## src/rtl/dtc_feature_driver.sv

```systemverilog
// dtc_feature_driver
// Initiator side of a decision-tree classifier link. It collects one feature
// vector per frame from a serial bit stream, LSB first. It presents the vector
// in parallel to a combinational classifier and registers the class it returns.
// It then offers that class downstream on a valid/ready handshake. Malformed
// frames (too short or too long) produce an error result and bump a
// saturating error counter.
//
// Ports:
//   clk, rst_n          clock (rising edge), asynchronous active-low reset
//   s_valid/s_ready     serial feature-bit handshake
//   s_bit, s_last       feature bit, end-of-frame marker
//   feat_o              assembled feature vector to the classifier input
//   cls_i               class code from the classifier (combinational of feat_o)
//   m_valid/m_ready     result handshake
//   m_class, m_err      registered class code, malformed-frame flag
//   err_cnt             saturating count of malformed frames
module dtc_feature_driver #(
  parameter int N_FEAT = 12,
  parameter int N_CLS  = 3,
  parameter int ERR_W  = 8
) (
  input  logic              clk,
  input  logic              rst_n,
  input  logic              s_valid,
  output logic              s_ready,
  input  logic              s_bit,
  input  logic              s_last,
  output logic [N_FEAT-1:0] feat_o,
  input  logic [N_CLS-1:0]  cls_i,
  output logic              m_valid,
  input  logic              m_ready,
  output logic [N_CLS-1:0]  m_class,
  output logic              m_err,
  output logic [ERR_W-1:0]  err_cnt
);

  localparam int CNT_W = (N_FEAT > 1) ? $clog2(N_FEAT) : 1;
  localparam logic [CNT_W-1:0] LAST_IDX = CNT_W'(N_FEAT - 1);
  localparam logic [ERR_W-1:0] ERR_MAX  = '1;

  typedef enum logic [1:0] {COLLECT, DRAIN, EVAL, HOLD} state_t;

  state_t           state;
  logic [CNT_W-1:0] cnt;
  logic             beat;
  logic             frame_err;

  // Only the collecting states take serial input; while a result is being
  // produced or held, the stream is stalled.
  assign s_ready = (state == COLLECT) || (state == DRAIN);
  assign beat    = s_valid && s_ready;

  // A frame is malformed when it ends early in COLLECT, or when it ends after
  // overrunning the vector width (the tail is swallowed in DRAIN).
  assign frame_err = beat && s_last &&
                     (((state == COLLECT) && (cnt != LAST_IDX)) || (state == DRAIN));

  always_ff @(posedge clk or negedge rst_n) begin
    if (!rst_n) begin
      state   <= COLLECT;
      cnt     <= '0;
      feat_o  <= '0;
      m_valid <= 1'b0;
      m_class <= '0;
      m_err   <= 1'b0;
      err_cnt <= '0;
    end else begin
      if (frame_err) begin
        state   <= HOLD;
        m_class <= '0;
        m_err   <= 1'b1;
        m_valid <= 1'b1;
        if (err_cnt != ERR_MAX) begin
          err_cnt <= err_cnt + 1'b1;
        end
      end

      case (state)
        COLLECT: begin
          if (beat) begin
            feat_o[cnt] <= s_bit;
            if (s_last) begin
              // Exact-length frame goes to EVAL; short frames handled above.
              if (cnt == LAST_IDX) begin
                state <= EVAL;
              end
            end else if (cnt == LAST_IDX) begin
              state <= DRAIN;
            end else begin
              cnt <= cnt + 1'b1;
            end
          end
        end

        DRAIN: begin
          // Surplus beats are consumed without touching feat_o; the frame
          // end is handled by frame_err.
        end

        EVAL: begin
          // feat_o has been stable for this whole cycle, so cls_i is settled.
          m_class <= cls_i;
          m_err   <= 1'b0;
          m_valid <= 1'b1;
          state   <= HOLD;
        end

        HOLD: begin
          // m_valid is always set here, so m_ready alone completes the handshake.
          if (m_ready) begin
            m_valid <= 1'b0;
            cnt     <= '0;
            feat_o  <= '0;
            state   <= COLLECT;
          end
        end

        default: state <= COLLECT;
      endcase
    end
  end

endmodule

```

## config.mk

```make
export PLATFORM = sky130hd
export DESIGN_NAME = dtc_feature_driver
export DESIGN_NICKNAME = d
export VERILOG_FILES = /design/src/rtl/dtc_feature_driver.sv
export SDC_FILE = /design/constraint.sdc
export NUM_CORES = 1
export LEC_CHECK = 0
export CAP_MARGIN = 20
export CORE_MARGIN = 1.5
export CORE_UTILIZATION = 49
export DETAILED_ROUTE_END_ITERATION = 16
export PLACE_DENSITY = 0.88
export SLEW_MARGIN = 0
export SYNTH_ARGS = -nofsm -noshare
export SYNTH_HDL_FRONTEND = slang
export SYNTH_SLANG_ARGS = --single-unit
export TNS_END_PERCENT = 30
```

## constraint.sdc

```tcl
create_clock -name clk -period 2.06 [get_ports clk]
set_input_delay 0.618 -clock clk [delete_from_list [all_inputs] [get_ports clk]]
set_output_delay 0.618 -clock clk [all_outputs]
set_load 0.05 [all_outputs]
```

==> reports/qor.yml, run 1 <==
logic_synthesis:
  netlist_area_um2: 1518
  synth-seq-cells: 31
  ys_types: 32
  synth.avg_cell_area_um2: 10.61
  yosysTopAreaCellShare: 0.5111
  synth_top_area_cell: "dfrtp_1"
  ys_warn_count: 0
  netlist_top_cells_area: "dfrtp_1 (51%), mux2i_1 (9.9%), nand2_1 (5.9%), ha_1 (4.1%), nand3_1 (3.6%)"
  syn_nets: 157
  syn_inst: 143
  seq_area_frac_synth: 0.5111
floorplan:
  io_pins: 35
  coreArea_um2: 3003
  die_area_um2: 3440
  num_rows: 20
  die_x_um: 58.66
  die_h_um: 58.66
  start_util: 0.5054
worst_setup_path:
  startpoint_type: "input pin"
  reg2regPathDepth: 4
  end_kind: "flip-flop"
  r2r_start: "cnt[0]"
  required_ns: 2.28
  path_class: "input pin to flip-flop"
  arrival_ns: 2.22
  r2r-end: "err_cnt[1]"
  reg2reg_slack_ns: 0.18
  worstPathMaxFanout: 5
pwr:
  p_sw_frac: 0.4535
  p_int_mw: 1.374
  leakage_nw: 1.020
  seq_power_share: 0.355
  power_density_nw_per_um2: 1286
  p_switching_mw: 1.140
  combinationalPowerShare: 0.485
  peakVddDrop_mv: 0.9941
  p_clk_frac: 0.160
route:
  met1_length_mm: 1.344
  wl_per_cell_um: 13.86
  wirelength_mm: 3.076
  topRoutingLayerUsed: "met4"
  first_pass_iters: 4
  drt_drc_violations_left: 0
  met2_length_mm: 1.515
  vias: 1197
  drt_iter0_drc: 28
  via_per_inst: 5.392
  wl_met3_um: 167
  ant_nets: 0
clocking:
  insertion_delay_ns: 0.33
  cts_sinks: 31
  ctsHoldBuffers: 0
  cts_buffer_depth: 2
  clockRootBuffer: "clkbuf_4"
  cts_buffers: 5
  cts_tree: "yes"
  clkTransAtPathRegs_ns: 0.10
  ctsResizeCount: 0
  cts_max_level: 2
  postCtsSetupBuffers: 0
sta:
  tns_ns: 0
  tightest_slew_ns: 0.4358
  slew_violations: 0
  skew_ns: 0.007137
  min_period_over_period: 0.9702
  setup_viol: 0
  min_period_ns: 1.999
  rsz0062_at_grt: "false"
  maxSlewHeadroom: 0.7095
  finalHoldViolCount: 0
  max_freq_mhz: 500.4
finish:
  num_antenna_cells: 0
  nets: 202
  n_fill_cell: 243
  final_core_util: 0.6508
  final_area_um2: 1954
  area_growth_pct: 28.77
  drive_above_1_share: 0.2434
grt:
  grt.total_usage: 0.2057
  grt_pass1_wl_mm: 5.306
  grt_pass1_vias: 1230
  grt_max_degree: 32
  gr-total-overflow: 0
  antenna_found_initial: 0
hold_path:
  hold_depth: 1
  hold_end: "err_cnt[6]"
  hold_class: "flip-flop to flip-flop"
  worstHoldStart: "err_cnt[6]"
placed_design:
  placed_area_um2: 1886
  gp_congestion: 0.8208
  dp_hpwl_mm: 2.332
  io_buffers: 34
run:
  maxCapViolations: 0
outcome:
  status: "finished clean"
## worst max-delay path, cell delays in order
cell             delay, ns
clkdlybuf4s50_1       0.49
or3b_1                0.45
nor3b_4               0.28
nor2_1                0.10
mux2_2                0.28
## cell usage after synthesis
cell type,instances
dfrtp_1,31
nand2_1,24
mux2i_1,15
nand3_1,11
nor2_1,8
xor2_1,6
ha_1,5
inv_1,5
a21oi_1,4
nor3_1,3
o2bb2ai_1,3
buf_2,2
clkbuf_1,2
mux2_2,2
nand4_1,2
o21a_1,2
o21ai_0,2
xnor2_1,2
a211oi_1,1
a22o_1,1
a31oi_1,1
and3_1,1
and3b_1,1
buf_6,1
nand2b_1,1
nand3b_1,1
nor2b_1,1
nor3b_4,1
o211ai_1,1
o221ai_2,1
o31ai_1,1
or3b_1,1
## worst max-delay path by stage
stage / startpoint / slack, ns / to
floorplan: err_cnt[0] / 0.22 / err_cnt[1]
global placement: s_valid / -0.21 / cnt[0]
detailed placement: s_valid / -0.28 / cnt[0]
CTS: s_valid / 0.07 / cnt[0]
global route: s_valid / 0.01 / cnt[0]
finish: s_valid / 0.06 / cnt[0]
## through the flow
step	power, mW	worst slack (ns)	hold WS, ns	instances
floorplan	1.727	0.2156	0.3224	143
global placement	2.082	-0.2070	0.4841	214
detailed placement	2.127	-0.2813	0.4909	214
CTS	2.530	0.06691	0.5120	222
global route	2.645	0.01374	0.5460	222
finish	2.514	0.06141	0.5084	222
## registers in the layout, indices dropped and copies added, names as in the netlist
register	flops
cnt	4
err_cnt	8
feat_o	12
m_class	3
m_err	1
m_valid	1
state	2
## power by group through the flow
stage / logic (mW) / registers, mW / clock network, mW
after floorplan: 0.471 / 1.26 / 0
after global placement: 1.19 / 0.889 / 0
after CTS: 1.23 / 0.892 / 0.410
final: 1.22 / 0.892 / 0.403
after global routing: 1.30 / 0.913 / 0.435
after detailed placement: 1.23 / 0.900 / 0
## layer usage
layer  track usage  vias to the layer above
met3       0.06374                        6
met4       0.07468                        0
met1        0.2429                      569
li1              -                      586
met2        0.3531                       36
met5             0                        -
## area by class of cell
class | instances | area [um2] | area share
flip-flops and latches | 31 | 775.7 | 0.3969
clock buffers | 8 | 68.82 | 0.03521
inverters | 5 | 18.77 | 0.009603
well taps | 33 | 41.29 | 0.02113
repair buffers | 43 | 355.3 | 0.1818
multi-input cells | 102 | 694.4 | 0.3553
## logic make-up (layout without fill, tap and decap cells)
group,Yosys count,after routing,synth area share
AOI/OAI and AO/OA,17,17,0.08162
xor gates and xnor gates,8,8,0.04617
adders and majority gates,5,5,0.04122
buffers and inverters,10,56,0.03133
DFF,31,31,0.5111
muxes,17,17,0.1138
and+or+nand+nor,55,55,0.1748
## layout by cell type (no fill, tap or decap), drive strengths merged, types with 2 or more instances in the layout
master	Yosys	layout
buf	3	35
dfrtp	31	31
nand2	24	24
mux2i	15	15
nand3	11	11
nor2	8	8
clkdlybuf4s50	0	8
clkbuf	2	8
xor2	6	6
inv	5	5
ha	5	5
a21oi	4	4
o2bb2ai	3	3
nor3	3	3
xnor2	2	2
o21a	2	2
o21ai	2	2
nand4	2	2
mux2	2	2
Power figures use the tool's default switching activity.
==> run 2: changes to the inputs <==
- CORE_MARGIN: 1.5 -> 4
==> run 2 against run 1 <==
Net effect:
- first-iteration DRC count is 130% higher
- critical path type unchanged
- clock skew shrank 0.0019 ns
- sequential power about the same
==> reports/qor.yml, run 2 (synthesis results as in run 1) <==
hold_path:
  hold_end: "err_cnt[6]"
  hold_depth: 1
  hold_class: "flip-flop to flip-flop"
  worstHoldStart: "err_cnt[6]"
route:
  vias: 1253
  via_per_inst: 5.721
  drt_iter0_drc: 63
  drt_drc_violations_left: 0
  wl_per_cell_um: 15.38
  wirelength_mm: 3.369
  ant_nets: 0
  first_pass_iters: 4
outcome:
  status: "finished clean"
clocking:
  cts_buffers: 5
  ctsResizeCount: 0
  cts_max_level: 2
  clkTransAtPathRegs_ns: 0.10
  cts_tree: "yes"
  cts_buffer_depth: 2
  insertion_delay_ns: 0.33
  ctsHoldBuffers: 0
  postCtsSetupBuffers: 0
  clockRootBuffer: "clkbuf_4"
  cts_sinks: 31
finish:
  top_regs: "feat_o: 12 flops, err_cnt: 8 flops, cnt: 4 flops"
  drive_above_1_share: 0.2394
  fin_cells: 219
  final_area_um2: 1944
  largest_reg_flops: 12
  area_growth_pct: 28.11
  final_common_cell: "buf_4"
  layout_common_cells: "buf_4 (33), dfrtp_1 (31), nand2_1 (24), mux2i_1 (15), nand3_1 (11)"
  regMostFlops: "feat_o"
  num_antenna_cells: 0
  final_core_util: 0.6816
  nets: 201
floorplan:
  start_util: 0.5320
  die_x_um: 63.66
  die_area_um2: 4052
  die_h_um: 63.66
  num_rows: 19
  io_pins: 35
  coreArea_um2: 2853
sta:
  maxSlewHeadroom: 0.7101
  tightest_slew_ns: 0.4349
  min_period_ns: 1.998
  min_period_over_period: 0.9701
  skew_ns: 0.005273
  slew_violations: 0
  setup_viol: 0
  max_freq_mhz: 500.4
  finalHoldViolCount: 0
  rsz0062_at_grt: "false"
placed_design:
  io_buffers: 34
  dp_hpwl_mm: 2.467
  placed_area_um2: 1876
  dp.cells: 211
  gp_congestion: 0.8309
pwr:
  peakVddDrop_mv: 1.090
  leakage_nw: 1.016
  power_density_nw_per_um2: 1300
worst_setup_path:
  reg2regPathDepth: 4
  r2r_start: "cnt[1]"
  r2r-end: "err_cnt[1]"
  required_ns: 2.29
  end_kind: "flip-flop"
  reg2reg_slack_ns: 0.15
  path_class: "input pin to flip-flop"
  worstPathMaxFanout: 5
  startpoint_type: "input pin"
  arrival_ns: 2.23
grt:
  grt_pass1_vias: 1306
  grt_pass1_wl_mm: 5.796
  antenna_found_initial: 0
  gr-total-overflow: 0
  grt.total_usage: 0.1869
  grt_max_degree: 32
run:
  maxCapViolations: 0
-- run 2: cell count changes in the layout (fill, tap and decap cells not counted), sizes merged --
cell	previous run	this run
buf	35	34
-- run 2: layer usage --
metal,vias to the layer above,track usage,wire length [um]
met5,-,0,0
met4,0,0.07817,57
met3,8,0.07638,273
met2,56,0.3090,1671
met1,604,0.2123,1367
li1,585,-,-
-- run 2: critical path: stages --
cell,delay [ns]
clkdlybuf4s50_1,0.50
or3b_1,0.47
nor3b_4,0.28
nor2_1,0.09
mux2_2,0.27
-- run 2: worst max-delay path by stage --
stage	start	to	slack [ns]	cells past startpoint
final	s_valid	cnt[0]	0.06	5
after global routing	s_valid	cnt[0]	0.03	5
after CTS	s_valid	cnt[0]	0.08	5
after detailed placement	s_valid	cnt[0]	-0.29	5
after global placement	s_valid	cnt[0]	-0.20	5
after floorplan	err_cnt[0]	err_cnt[1]	0.22	4
-- run 2: stage by stage --
stage | worst slack [ns] | total power [mW] | hold WS [ns] | TNS (ns)
after floorplan | 0.2156 | 1.727 | 0.3224 | 0
after global placement | -0.2016 | 2.076 | 0.4854 | -1.900
after detailed placement | -0.2859 | 2.129 | 0.4863 | -2.953
after CTS | 0.07927 | 2.540 | 0.5086 | 0
after global routing | 0.03259 | 2.696 | 0.5444 | 0
final | 0.06164 | 2.527 | 0.5102 | 0
-- run 2: area by class of cell --
cell class                 count  area, um2
inverter                       5      18.77
sequential                    31      775.7
clock buffer                   8      68.82
multi-input combinational    102      694.4
tap                           31      38.79
fill                         226      908.4
timing repair buffer          42      347.8
-- run 2: power by group --
group          switching, mW  leakage, nW  total, mW  internal, mW
Combinational          0.808        0.566       1.23         0.419
Clock                  0.206       0.0386      0.406         0.201
Sequential             0.145        0.411      0.894         0.749
Total                   1.16         1.02       2.53          1.37
==> run 3: changes to the inputs <==
- CAP_MARGIN: 20 -> not set
==> results of run 3 <==
Final layout, timing and power as in run 2 (identical DEF).
